**src/rtl/matmul_feeder_if.sv**
```systemverilog
// Memory-side and accumulator-side signals of the matrix feeder, grouped as one bundle.
// The feeder takes the master view; memories, accumulator and controller take the slave view.
interface matmul_feeder_if #(
    parameter int DIM = 3
);
    localparam int NBIT_ADDR = $clog2(DIM*DIM);

    logic                 start;
    logic [NBIT_ADDR-1:0] addr_a;
    logic [NBIT_ADDR-1:0] addr_b;
    logic                 rd_en;
    logic [15:0]          a_data;
    logic [15:0]          b_data;
    logic [31:0]          data;
    logic                 ena;
    logic                 flag;
    logic [NBIT_ADDR-1:0] res_addr;
    logic                 res_we;
    logic                 busy;
    logic                 done;

    modport master (
        input  start, a_data, b_data, flag,
        output addr_a, addr_b, rd_en, data, ena, res_addr, res_we, busy, done
    );

    modport slave (
        output start, a_data, b_data, flag,
        input  addr_a, addr_b, rd_en, data, ena, res_addr, res_we, busy, done
    );
endinterface

```
**src/rtl/matmul_feeder.sv**
```systemverilog
// Walks (i,j,k) over two DIMxDIM operand memories, streams Q10.21 products into a
// dot-product accumulator and strobes each finished C element for write-back.
module matmul_feeder_chk (
    input logic clk,
    input logic rst,
    input logic ena,
    input logic flag
);
    // The accumulator clears on a flag edge and drops any product presented alongside it.
    ena_flag_exclusive: assert property (@(posedge clk) disable iff (!rst) !(ena && flag));
endmodule

module matmul_feeder #(
    parameter int DIM = 3
) (
    input logic             clk,
    input logic             rst,
    matmul_feeder_if.master bus
);
    localparam int NBIT_ADDR = $clog2(DIM*DIM);
    localparam int NBIT_IDX  = $clog2(DIM) + 1;

    localparam logic [NBIT_IDX-1:0]  IDX_ZERO  = {NBIT_IDX{1'b0}};
    localparam logic [NBIT_IDX-1:0]  IDX_ONE   = {{(NBIT_IDX-1){1'b0}}, 1'b1};
    localparam logic [NBIT_IDX-1:0]  IDX_LAST  = NBIT_IDX'(DIM - 32'sd1);
    localparam logic [NBIT_ADDR-1:0] ADDR_ZERO = {NBIT_ADDR{1'b0}};
    localparam logic [NBIT_ADDR-1:0] DIM_A     = NBIT_ADDR'(DIM);

    typedef enum logic [1:0] {
        IDLE = 2'd0,
        RUN  = 2'd1,
        WAIT = 2'd2,
        DONE = 2'd3
    } state_t;

    state_t               state_r;
    state_t               state_s;
    logic [NBIT_IDX-1:0]  i_r, j_r, k_r;
    logic [NBIT_IDX-1:0]  i_s, j_s, k_s;

    logic                 rd_en_s, busy_s, done_s, res_we_s;
    logic [NBIT_ADDR-1:0] addr_a_s, addr_b_s, res_addr_s;
    logic signed [31:0]   prod_s;

    logic                 rd_en_r, rd_en_d1_r, ena_r, busy_r, done_r;
    logic [NBIT_ADDR-1:0] addr_a_r, addr_b_r, res_addr_r;
    logic [31:0]          data_r;

    function automatic logic [NBIT_ADDR-1:0] flat_addr(
        input logic [NBIT_IDX-1:0] row,
        input logic [NBIT_IDX-1:0] col
    );
        return NBIT_ADDR'(row) * DIM_A + NBIT_ADDR'(col);
    endfunction

    // State and loop counter registers.
    always_ff @(posedge clk or negedge rst) begin
        if (!rst) begin
            state_r <= IDLE;
            i_r     <= IDX_ZERO;
            j_r     <= IDX_ZERO;
            k_r     <= IDX_ZERO;
        end else begin
            state_r <= state_s;
            i_r     <= i_s;
            j_r     <= j_s;
            k_r     <= k_s;
        end
    end

    // Next state and counters; start is only honoured from IDLE.
    always_comb begin
        state_s = state_r;
        i_s     = i_r;
        j_s     = j_r;
        k_s     = k_r;
        case (state_r)
            IDLE: begin
                if (bus.start) begin
                    state_s = RUN;
                    i_s     = IDX_ZERO;
                    j_s     = IDX_ZERO;
                    k_s     = IDX_ZERO;
                end else begin
                    state_s = IDLE;
                end
            end
            RUN: begin
                if (k_r == IDX_LAST) begin
                    state_s = WAIT;
                    k_s     = IDX_ZERO;
                end else begin
                    k_s     = k_r + IDX_ONE;
                end
            end
            WAIT: begin
                if (bus.flag) begin
                    if (j_r == IDX_LAST) begin
                        j_s = IDX_ZERO;
                        i_s = (i_r == IDX_LAST) ? IDX_ZERO : i_r + IDX_ONE;
                    end else begin
                        j_s = j_r + IDX_ONE;
                    end
                    state_s = ((i_r == IDX_LAST) && (j_r == IDX_LAST)) ? DONE : RUN;
                end else begin
                    state_s = WAIT;
                end
            end
            DONE: begin
                state_s = IDLE;
            end
            default: begin
                state_s = IDLE;
                i_s     = IDX_ZERO;
                j_s     = IDX_ZERO;
                k_s     = IDX_ZERO;
            end
        endcase
    end

    // Output decode: registered outputs are precomputed from the next state and counters.
    always_comb begin
        rd_en_s    = (state_s == RUN);
        busy_s     = (state_s == RUN) || (state_s == WAIT);
        done_s     = (state_s == DONE);
        addr_a_s   = flat_addr(i_s, k_s);
        addr_b_s   = flat_addr(k_s, j_s);
        res_addr_s = flat_addr(i_s, j_s);
        res_we_s   = (state_r == WAIT) && bus.flag;
        prod_s     = 32'($signed(bus.a_data)) * 32'($signed(bus.b_data));
    end

    // Output registers and the read/multiply pipeline (ena trails rd_en by two cycles).
    always_ff @(posedge clk or negedge rst) begin
        if (!rst) begin
            rd_en_r    <= 1'b0;
            rd_en_d1_r <= 1'b0;
            ena_r      <= 1'b0;
            busy_r     <= 1'b0;
            done_r     <= 1'b0;
            addr_a_r   <= ADDR_ZERO;
            addr_b_r   <= ADDR_ZERO;
            res_addr_r <= ADDR_ZERO;
            data_r     <= 32'd0;
        end else begin
            rd_en_r    <= rd_en_s;
            rd_en_d1_r <= rd_en_r;
            ena_r      <= rd_en_d1_r;
            busy_r     <= busy_s;
            done_r     <= done_s;
            addr_a_r   <= addr_a_s;
            addr_b_r   <= addr_b_s;
            res_addr_r <= res_addr_s;
            // Q9.22 -> Q10.21 by arithmetic shift, i.e. floor toward -inf.
            if (rd_en_d1_r) begin
                data_r <= prod_s >>> 1'b1;
            end else begin
                data_r <= data_r;
            end
        end
    end

    assign bus.rd_en    = rd_en_r;
    assign bus.addr_a   = addr_a_r;
    assign bus.addr_b   = addr_b_r;
    assign bus.data     = data_r;
    assign bus.ena      = ena_r;
    assign bus.res_addr = res_addr_r;
    assign bus.res_we   = res_we_s;
    assign bus.busy     = busy_r;
    assign bus.done     = done_r;

    matmul_feeder_chk u_chk (
        .clk  (clk),
        .rst  (rst),
        .ena  (ena_r),
        .flag (bus.flag)
    );
endmodule

```
**src/flat_wrapper.sv**
```systemverilog
// flat-port wrapper written by rule: the top's interface ports become plain ports
module matmul_feeder_flat 
#(
    parameter int DIM = 3
)
  (clk, rst, bus_start, bus_a_data, bus_b_data, bus_flag, bus_addr_a, bus_addr_b, bus_rd_en, bus_data, bus_ena, bus_res_addr, bus_res_we, bus_busy, bus_done);
  matmul_feeder_if #(.DIM(DIM)) bus_i ();
  input logic clk;
  input logic rst;
  input wire logic [$bits(bus_i.start)-1:0] bus_start;
  input wire logic [$bits(bus_i.a_data)-1:0] bus_a_data;
  input wire logic [$bits(bus_i.b_data)-1:0] bus_b_data;
  input wire logic [$bits(bus_i.flag)-1:0] bus_flag;
  output wire logic [$bits(bus_i.addr_a)-1:0] bus_addr_a;
  output wire logic [$bits(bus_i.addr_b)-1:0] bus_addr_b;
  output wire logic [$bits(bus_i.rd_en)-1:0] bus_rd_en;
  output wire logic [$bits(bus_i.data)-1:0] bus_data;
  output wire logic [$bits(bus_i.ena)-1:0] bus_ena;
  output wire logic [$bits(bus_i.res_addr)-1:0] bus_res_addr;
  output wire logic [$bits(bus_i.res_we)-1:0] bus_res_we;
  output wire logic [$bits(bus_i.busy)-1:0] bus_busy;
  output wire logic [$bits(bus_i.done)-1:0] bus_done;
  assign bus_i.start = bus_start;
  assign bus_i.a_data = bus_a_data;
  assign bus_i.b_data = bus_b_data;
  assign bus_i.flag = bus_flag;
  assign bus_addr_a = bus_i.addr_a;
  assign bus_addr_b = bus_i.addr_b;
  assign bus_rd_en = bus_i.rd_en;
  assign bus_data = bus_i.data;
  assign bus_ena = bus_i.ena;
  assign bus_res_addr = bus_i.res_addr;
  assign bus_res_we = bus_i.res_we;
  assign bus_busy = bus_i.busy;
  assign bus_done = bus_i.done;
  matmul_feeder #(.DIM(DIM)) u_core (.clk(clk), .rst(rst), .bus(bus_i));
endmodule
```
**config.mk**
```make
export PLATFORM = sky130hd
export DESIGN_NAME = matmul_feeder_flat
export DESIGN_NICKNAME = d
export VERILOG_FILES = /design/src/rtl/matmul_feeder_if.sv /design/src/rtl/matmul_feeder.sv /design/src/flat_wrapper.sv
export SDC_FILE = /design/constraint.sdc
export NUM_CORES = 1
export LEC_CHECK = 0
export ABC_AREA = 0
export CORE_MARGIN = 2
export CORE_UTILIZATION = 30
export DETAILED_ROUTE_END_ITERATION = 16
export SLEW_MARGIN = 30
export SYNTH_ARGS = -nofsm -noshare
export SYNTH_HDL_FRONTEND = slang
export SYNTH_SLANG_ARGS = --single-unit
```
**constraint.sdc**
```tcl
create_clock -name clk -period 3.6 [get_ports clk]
set_input_delay 0.54 -clock clk [delete_from_list [all_inputs] [get_ports clk]]
set_output_delay 0.54 -clock clk [all_outputs]
set_load 0.02 [all_outputs]
```
==> metrics.txt, run 1 <==
drt wl/cell 15.4 um; worst hold slack between 200 and 300 ps; Req. time, crit path 3840 ps; initial core utilization 30.2%; Setup WS post-layout -2470 ps; reg2reg path depth 12; total global routing overflow 0; Critical Path Start Type primary input; CP Class in -> reg; global placement routability congestion 0.838; Synth warnings 0; worst r2r src u_core.state_r[0]; share of layout cells above drive strength 1 33.0%; max cap viols 0; Max H-tree Level 3; clk_skew 8.67 ps; RSZ-0062 raised after global routing yes; ys async rst share between 90% and 100%; Seq/Total Area, Yosys between 10% and 20%; total number of vias 9405; core area roughly 0.041 mm2; Slew @ Worst Pin around 840 ps; Yosys reg bits 59; CP endpoint u_core.bus.data[29]; setup_tns -47170 ps; Inserted Clock Buffers 9; largest net degree at the start of global routing 35; Yosys top cell by area fa_1; Area Overhead vs Synth 40.6%; status finished, violations left; HP Class in -> async; Worst EP arrival between 6000 and 7000 ps; share of the synthesized area in the top cell type 43.7%; max frequency roughly 160 MHz; Syn Inst Count about 1300; fin nets 1978; # clock sinks 59; dominant cells by area after synthesis fa_1 (44%), dfrtp_1 (12%), ha_1 (9.5%); post-route design area about 0.017 mm2; hold_buf cts 0; port bufs 84; slew margin rel. 44.0%; DP Area 0.0155 mm2; Fill cells between 3000 and 4000; Post-Syn Nets 1668; Netlist cell types 51; top-count cell post-synth inv_1; Mean Syn Cell Area just under 10 um2; Slew Viols, Final 0; Max FO, Critical Path 5; first-pass GRT wire length 54.9 mm; post-detail-place hpwl 26.9 mm; flop-to-flop setup slack about 550 ps; wire length on met2 16.5 mm; crit share post-route 169%; GRT Util Overall between 10% and 20%; RR Endpoint u_core.bus.addr_a[3]; antenna violations before repair 1; mapped cell area between 0.01 and 0.015 mm2; Commonest cells post-synth inv_1 (297), fa_1 (268), nand2_1 (144); Post-synth EDFFs 0; DR top layer met4; CTS tree built; Final Hold Violating Endpoints 0; Metal-1 WL 14.3 mm; Die Span X 206 um; crit path capture type flop; die height 206 um; Skew-Pair Late Insertion Delay 330 ps; failing checks setup timing; DR vias/cell between 4 and 5; Clk pin slew, worst setup/hold paths 60 ps; I/O pin total 85; Initial DRT Pass Iterations 4; drt first-iter violations 393; post-route ant nets 0; post-route DRC violation count 0; Synth Flop Type dfrtp_1; number of global-route vias before repair between 10000 and 15000; Row Count 74; minimum clock period 6070 ps; Total Routed Length 32.6 mm; die area 0.0425 mm2; Max Root-Sink Buffers 2; CP Launch Point bus_b_data[6]; root buffer cell clkbuf_16; Final Util 42.4%; endpoints failing setup 26; met3 wire length 964 um
per-stage QoR:
step | std cells | setup WS (ps)
floorplan | 1271 | -2350
global placement | 2041 | -3150
detailed placement | 2041 | -3220
CTS | 2109 | -2540
global route | 2119 | -2690
finish | 2119 | -2470
worst min path at each step:
stage | to | cells past startpoint | from | slack (ps)
5_1_grt | u_core.bus.data[28] | 1 | rst | 340
6_report | u_core.bus.data[28] | 1 | rst | 300
2_1_floorplan | u_core.bus.addr_a[0] | 0 | rst | 240
3_3_place_gp | u_core.rd_en_d1_r | 0 | u_core.bus.rd_en | 370
4_1_cts | u_core.bus.data[26] | 1 | rst | 320
3_5_place_dp | u_core.rd_en_d1_r | 0 | u_core.bus.rd_en | 370
flip-flops by register name, summed over array words and instances, names as in the netlist:
| name | cells |
|---|---|
| u_core.bus.data | 31 |
| u_core.bus.addr_a | 4 |
| u_core.bus.addr_b | 4 |
| u_core.bus.res_addr | 4 |
| u_core.i_r | 3 |
| u_core.j_r | 3 |
| u_core.k_r | 3 |
| u_core.state_r | 2 |
| u_core.bus.busy | 1 |
| u_core.bus.done | 1 |
| u_core.bus.ena | 1 |
| u_core.bus.rd_en | 1 |
| u_core.rd_en_d1_r | 1 |
cells in the final DEF (no fill, tap or decap), drive strengths merged, types with 28 or more instances in the layout:
cell,instances
inv,299
and2,125
nor2,36
buf,283
clkdlybuf4s50,52
fa,268
dfrtp,59
a21oi,35
nand2,144
ha,93
xnor2,28
cell type report:
class	count	area [um2]	share of cell area [%]
multi-input cells	877	10600	61.5
repair buffers	337	3070	17.8
diodes	1	2.50	0.0145
flip-flops and latches	59	1480	8.56
inverters	297	1120	6.50
clock inverters	7	85.1	0.493
well taps	532	666	3.86
clock buffers	9	225	1.31
cells by family after synthesis:
group | Yosys count | share of synthesized area, %
and+or+nand+nor | 349 | 14.0
AOI/OAI and AO/OA | 109 | 5.95
muxes | 20 | 1.83
xor gates and xnor gates | 38 | 2.71
DFF | 59 | 12.0
adders and majority gates | 361 | 53.2
buffers and inverters | 335 | 10.3
critical path: stages:
cell,delay (ps)
buf_6,110
buf_6,120
and2_4,150
fa_1,540
inv_2,40
fa_1,450
fa_1,510
inv_2,40
fa_1,490
fa_1,520
inv_1,50
fa_1,490
inv_2,40
ha_4,220
a21o_1,150
a21o_1,170
a221o_1,380
a2111oi_4,330
a2111oi_4,160
o311a_1,380
o21a_1,200
o31ai_2,210
timing repair:
action / CTS / global route
setup buffers: 58 / 25
pin swaps: 113 / 107
resized for setup: 322 / 113
cloned: 2 / 0
setup endpoints to repair: 28 / 27
layer usage:
layer  track usage, %  vias to the layer above
li1                 -                     4416
met4             4.31                        0
met5                0                        -
met3             1.75                       39
met2             28.7                      148
met1             21.6                     4802
Power of run 1 is left out: the tool's default activity adds up to more than one toggle a clock period on the data nets, which glitch-free logic cannot reach.
==> run 2, diff against run 1 <==
clock period = 5.1 ns   (was 3.6 ns; I/O delays follow)
==> run 2 against run 1 <==
Against the previous run:
- clock skew decreased by 3.0 ps
- register-to-register slack gained 1300 ps
- the run still ends with setup timing left
- utilization fell by 0.18 points
- final cell count hardly changed
- first-iteration DRC count fell by 14%
- sequential share of layout area about the same
- global-route usage is essentially flat
==> metrics.txt, run 2 (same netlist as run 1, synthesis figures left out) <==
status finished, violations left; die height 206 um; max reg flops 31; Final Hold Violating Endpoints 0; crit path capture type flop; drt wl/cell 15.5 um; M3 GR Usage 2.33%; failing checks setup timing; post-route DRC violation count 0; flop-to-flop setup slack roughly 1800 ps; hold path start u_core.bus.rd_en; global placement routability congestion roughly 0.82; port bufs 84; hold-critical path depth 0; Initial DRT Pass Iterations 4; RSZ-0062 raised after global routing yes; share of layout cells above drive strength 1 between 30 and 40%; drt first-iter violations 337; Die Span X 206 um; met1 Use GR 22.3%; antenna violations before repair 0; root buffer cell clkbuf_16; Req. time, crit path 5330 ps; DP Area 0.0154 mm2; I/O pin total between 80 and 90; Inst Count DP 2032; CTS tree built; first-pass GRT wire length between 50 and 60 mm; HP Class reg -> reg; commonest non-fill, non-tap cell in the layout inv_1; WHS Endpoint u_core.rd_en_d1_r; total number of vias 9373; max cap viols 0; Setup WS post-layout -1120 ps; fin nets between 1500 and 2000; reg2reg path depth 10; minimum clock period just over 6000 ps; area of the multi-input gates 0.0105 mm2; Fill cells slightly below 4000; Critical Path Start Type primary input; GRT Util Overall around 16%; # clock sinks 59; post-route design area between 0.015 and 0.02 mm2; RR Endpoint u_core.bus.res_addr[3]; post-route ant nets 0; Total Routed Length 32.8 mm; core area around 0.041 mm2; CP Launch Point bus_a_data[4]; CP Class in -> reg; Finished Layout Cells 2120; Clk pin slew, worst setup/hold paths 60 ps; Max FO, Critical Path 4; Skew-Pair Late Insertion Delay 330 ps; max frequency between 150 and 200 MHz; DR vias/cell 4.42; die area 0.0425 mm2; commonest non-fill, non-tap cells in the layout inv_1 (261), fa_1 (247), buf_4 (179); initial core utilization 30.2%; Inserted Clock Buffers 9; number of diodes 0; crit share post-route 122%; Max H-tree Level 3; worst r2r src u_core.state_r[0]; slew margin rel. 47.5%; Slew @ Worst Pin 788 ps; Max Root-Sink Buffers 2; Sequential Area 0.00148 mm2; Top Usage Layer GRT met2; Slew Viols, Final 0; largest net degree at the start of global routing 60; Row Count 74; number of global-route vias before repair roughly 10000; endpoints failing setup 24; clk_skew ~5.7 ps; post-detail-place hpwl around 27 mm; Worst EP arrival around 6500 ps; total global routing overflow 0; Place WS -1910 ps; Area Overhead vs Synth 40.0%; M2 GR Usage 27.4%
==> run 2: metal layers <==
layer	up-vias	share of wire [%]
met5	-	0
met4	0	2.2
met3	35	4.0
met2	168	50
met1	4743	44
li1	4427	-
==> run 2: worst max path at each step <==
stage	depth (start not counted)	endpoint	slack (ps)
global placement	21	u_core.bus.data[25]	-1840
global route	23	u_core.bus.data[27]	-1260
finish	21	u_core.bus.data[29]	-1120
CTS	23	u_core.bus.data[29]	-1280
floorplan	21	u_core.bus.data[27]	-1070
detailed placement	20	u_core.bus.data[29]	-1910
==> run 2: final cells by class <==
| type | count | share of cell area (%) |
|---|---|---|
| well taps | 532 | 3.88 |
| flip-flops and latches | 59 | 8.60 |
| clock inverters | 7 | 0.495 |
| multi-input cells | 877 | 61.1 |
| clock buffers | 9 | 1.31 |
| inverters | 297 | 6.51 |
| repair buffers | 339 | 18.2 |
==> run 2: critical path, cell delays in order <==
cell and delay, ps:
buf_6 90, buf_6 120, buf_6 110, buf_6 110, and2_4 150, fa_1 530
fa_1 440, fa_1 590, fa_1 470, fa_1 490, inv_1 50, fa_1 510
inv_2 50, ha_4 230, and3_4 180, a221o_1 380, a2111oi_4 340, a2111oi_4 160
o311a_1 330, o21a_1 180, o31ai_2 180
==> run 2: timing repair <==
action                     4_1_cts  5_1_grt
hold buffers                     0        0
setup buffers                   58       30
cloned                           1        0
setup endpoints to repair       24       24
hold endpoints to repair         0        0
pin swaps                      112      105
gates resized for setup        266      127
==> run 2: stage by stage <==
stage | TNS (ps) | hold slack (ps) | util (%)
floorplan | -11100 | 408 | -
global placement | -34770 | 358 | 37.9
detailed placement | -35340 | 378 | 37.9
CTS | -17990 | 396 | 41.4
global route | -20270 | 403 | 42.2
finish | -16700 | 390 | 42.2
Power of run 2 is left out for the same reason.
==> run 3, diff against run 2 <==
clock period = 5.7 ns   (was 5.1 ns; I/O delays follow)
==> run 3 against run 2 <==
Against the previous run:
- the run still ends with setup timing left
- count of clock-buffer cells in the layout unchanged
- routed wire length decreased by 3.2%
- die area unchanged
- sequential share of layout area increased by 0.23 points
- worst setup slack improved by 470 ps
- clock skew increased by 2.2 ps
==> metrics.txt, run 3 (same netlist as run 1, synthesis figures left out) <==
status finished, violations left; failing checks setup timing; crit share post-route 111%; port bufs 84; Slew Viols, Final 0; hold_buf cts 0; Skew-Pair Late Insertion Delay 330 ps; Clk pin slew, worst setup/hold paths 60 ps; worst hold slack 379 ps; Critical path buffers and inverters 6; share of layout cells above drive strength 1 27.8%; largest net degree at the start of global routing 60; Worst EP arrival around 6600 ps; die height 206 um; drt first-iter violations 332; GRT Util Overall 16.2%; clk_skew 7.82 ps; RSZ-0062 raised after global routing yes; max cap viols 0; commonest non-fill, non-tap cells in the layout inv_1 (279), fa_1 (255), buf_4 (204); commonest non-fill, non-tap cell in the layout inv_1; critical-path cell list clkdlybuf4s15_1, buf_6, and2_4, fa_1, inv_1, fa_1, fa_1, inv_1, fa_1, fa_1, inv_1, fa_1, inv_2, ha_4, a21o_1, a21o_1, a221o_1, a2111oi_4, a2111oi_4, o311a_1, o21a_1, o31ai_2; Setup WS post-layout -654 ps; CP Class in -> reg; number of global-route vias before repair 10300; DR vias/cell 4.41; # clock sinks 59; fin nets around 2000; Inserted Clock Buffers 9; number of diodes 0; Area Overhead vs Synth 36.2%; core area 0.0406 mm2; Initial DRT Pass Iterations 5; global placement routability congestion 0.799; Final Hold Violating Endpoints 0; Slowest cell on crit path fa_1; initial core utilization 30.2%; setup_tns -8080 ps; drt wl/cell 15.0 um; Finished Layout Cells 2112; endpoints failing setup 19; slew margin rel. 47.2%; Inst Count DP 2033; Slew @ Worst Pin slightly below 800 ps; CTS tree built; Most common cell on crit path fa_1; first-pass GRT wire length between 50 and 60 mm; I/O pin total 85; flop-to-flop setup slack around 2500 ps; Req. time, crit path 5940 ps; Fill cells 3847; HP Class reg -> reg; max reg flops 31; Max FO, Critical Path 5; Max Root-Sink Buffers 2; Sequential Area ~0.0015 mm2; total global routing overflow 0; Die Span X 206 um; root buffer cell clkbuf_16; minimum clock period around 6400 ps; Total Routed Length roughly 32 mm; area of the multi-input gates 0.0103 mm2; post-route DRC violation count 0; post-route ant nets 0; max frequency 157 MHz; DP Area between 0.015 and 0.02 mm2; die area 0.0425 mm2; crit path capture type flop; CP peak stage delay about 530 ps; total number of vias 9308; Critical Path Start Type primary input; antenna violations before repair 0; post-detail-place hpwl 26.3 mm; Top Family by Delay on Critical Path adder cells; post-route design area ~0.017 mm2; Row Count 74; Max H-tree Level 3
==> run 3: changes by cell type in the layout (fill, tap and decap cells not counted), sizes merged <==
cell / change
inv: -2
clkbuf: -6
clkinvlp: +2
clkdlybuf4s15: +10
dlygate4sd2: +2
buf: -14
==> run 3: cell type report <==
type / count / area share, %
multi-input combinational: 877 / 61.3
timing repair buffer: 331 / 17.4
clock buffer: 9 / 1.35
clock inverter: 7 / 0.457
sequential: 59 / 8.83
tap: 532 / 3.98
inverter: 297 / 6.68
==> run 3: layer usage <==
layer	GRT usage, %	routed length (um)	vias up	share of wire [%]
met5	0	0	-	0
met4	4.74	739	0	2.3
met3	2.03	1070	41	3.4
met2	27.2	15700	165	49
met1	21.8	14200	4691	45
li1	-	-	4411	-
==> run 3: what timing repair did <==
action                     in CTS  in global routing
setup endpoints to repair      23                 22
cloned                          3                  0
setup buffers                  52                 10
pin swaps                      87                 41
gates resized for setup       212                 51
==> run 3: path summary, 6_finish.rpt <==
check                                  startpoint              endpoint  cells past startpoint
max in group asynchronous                     rst    u_core.bus.data[7]                      2
worst min register to register   u_core.bus.rd_en     u_core.rd_en_d1_r                      0
worst max register to register  u_core.state_r[0]  u_core.bus.addr_a[3]                     10
worst min-delay path             u_core.bus.rd_en     u_core.rd_en_d1_r                      0
min in group asynchronous                     rst   u_core.bus.data[24]                      2
worst max-delay path               bus_a_data[11]   u_core.bus.data[29]                     22
==> run 3: worst register-to-register path: cells and delay by family (launching register included) <==
family	cells	cell delay, ps
xor gates and xnor gates	1	200
adders and majority gates	3	1020
AOI/OAI and AO/OA	3	770
buffers and inverters	1	100
and+or+nand+nor	2	630
DFF	1	430
==> run 3: metrics by stage <==
stage / worst slack [ps] / util, %
after floorplan: -561 / -
after global placement: -1360 / 37.7
after detailed placement: -1330 / 37.7
after CTS: -687 / 40.6
after global routing: -899 / 41.1
final: -654 / 41.1
Power of run 3 is left out for the same reason.
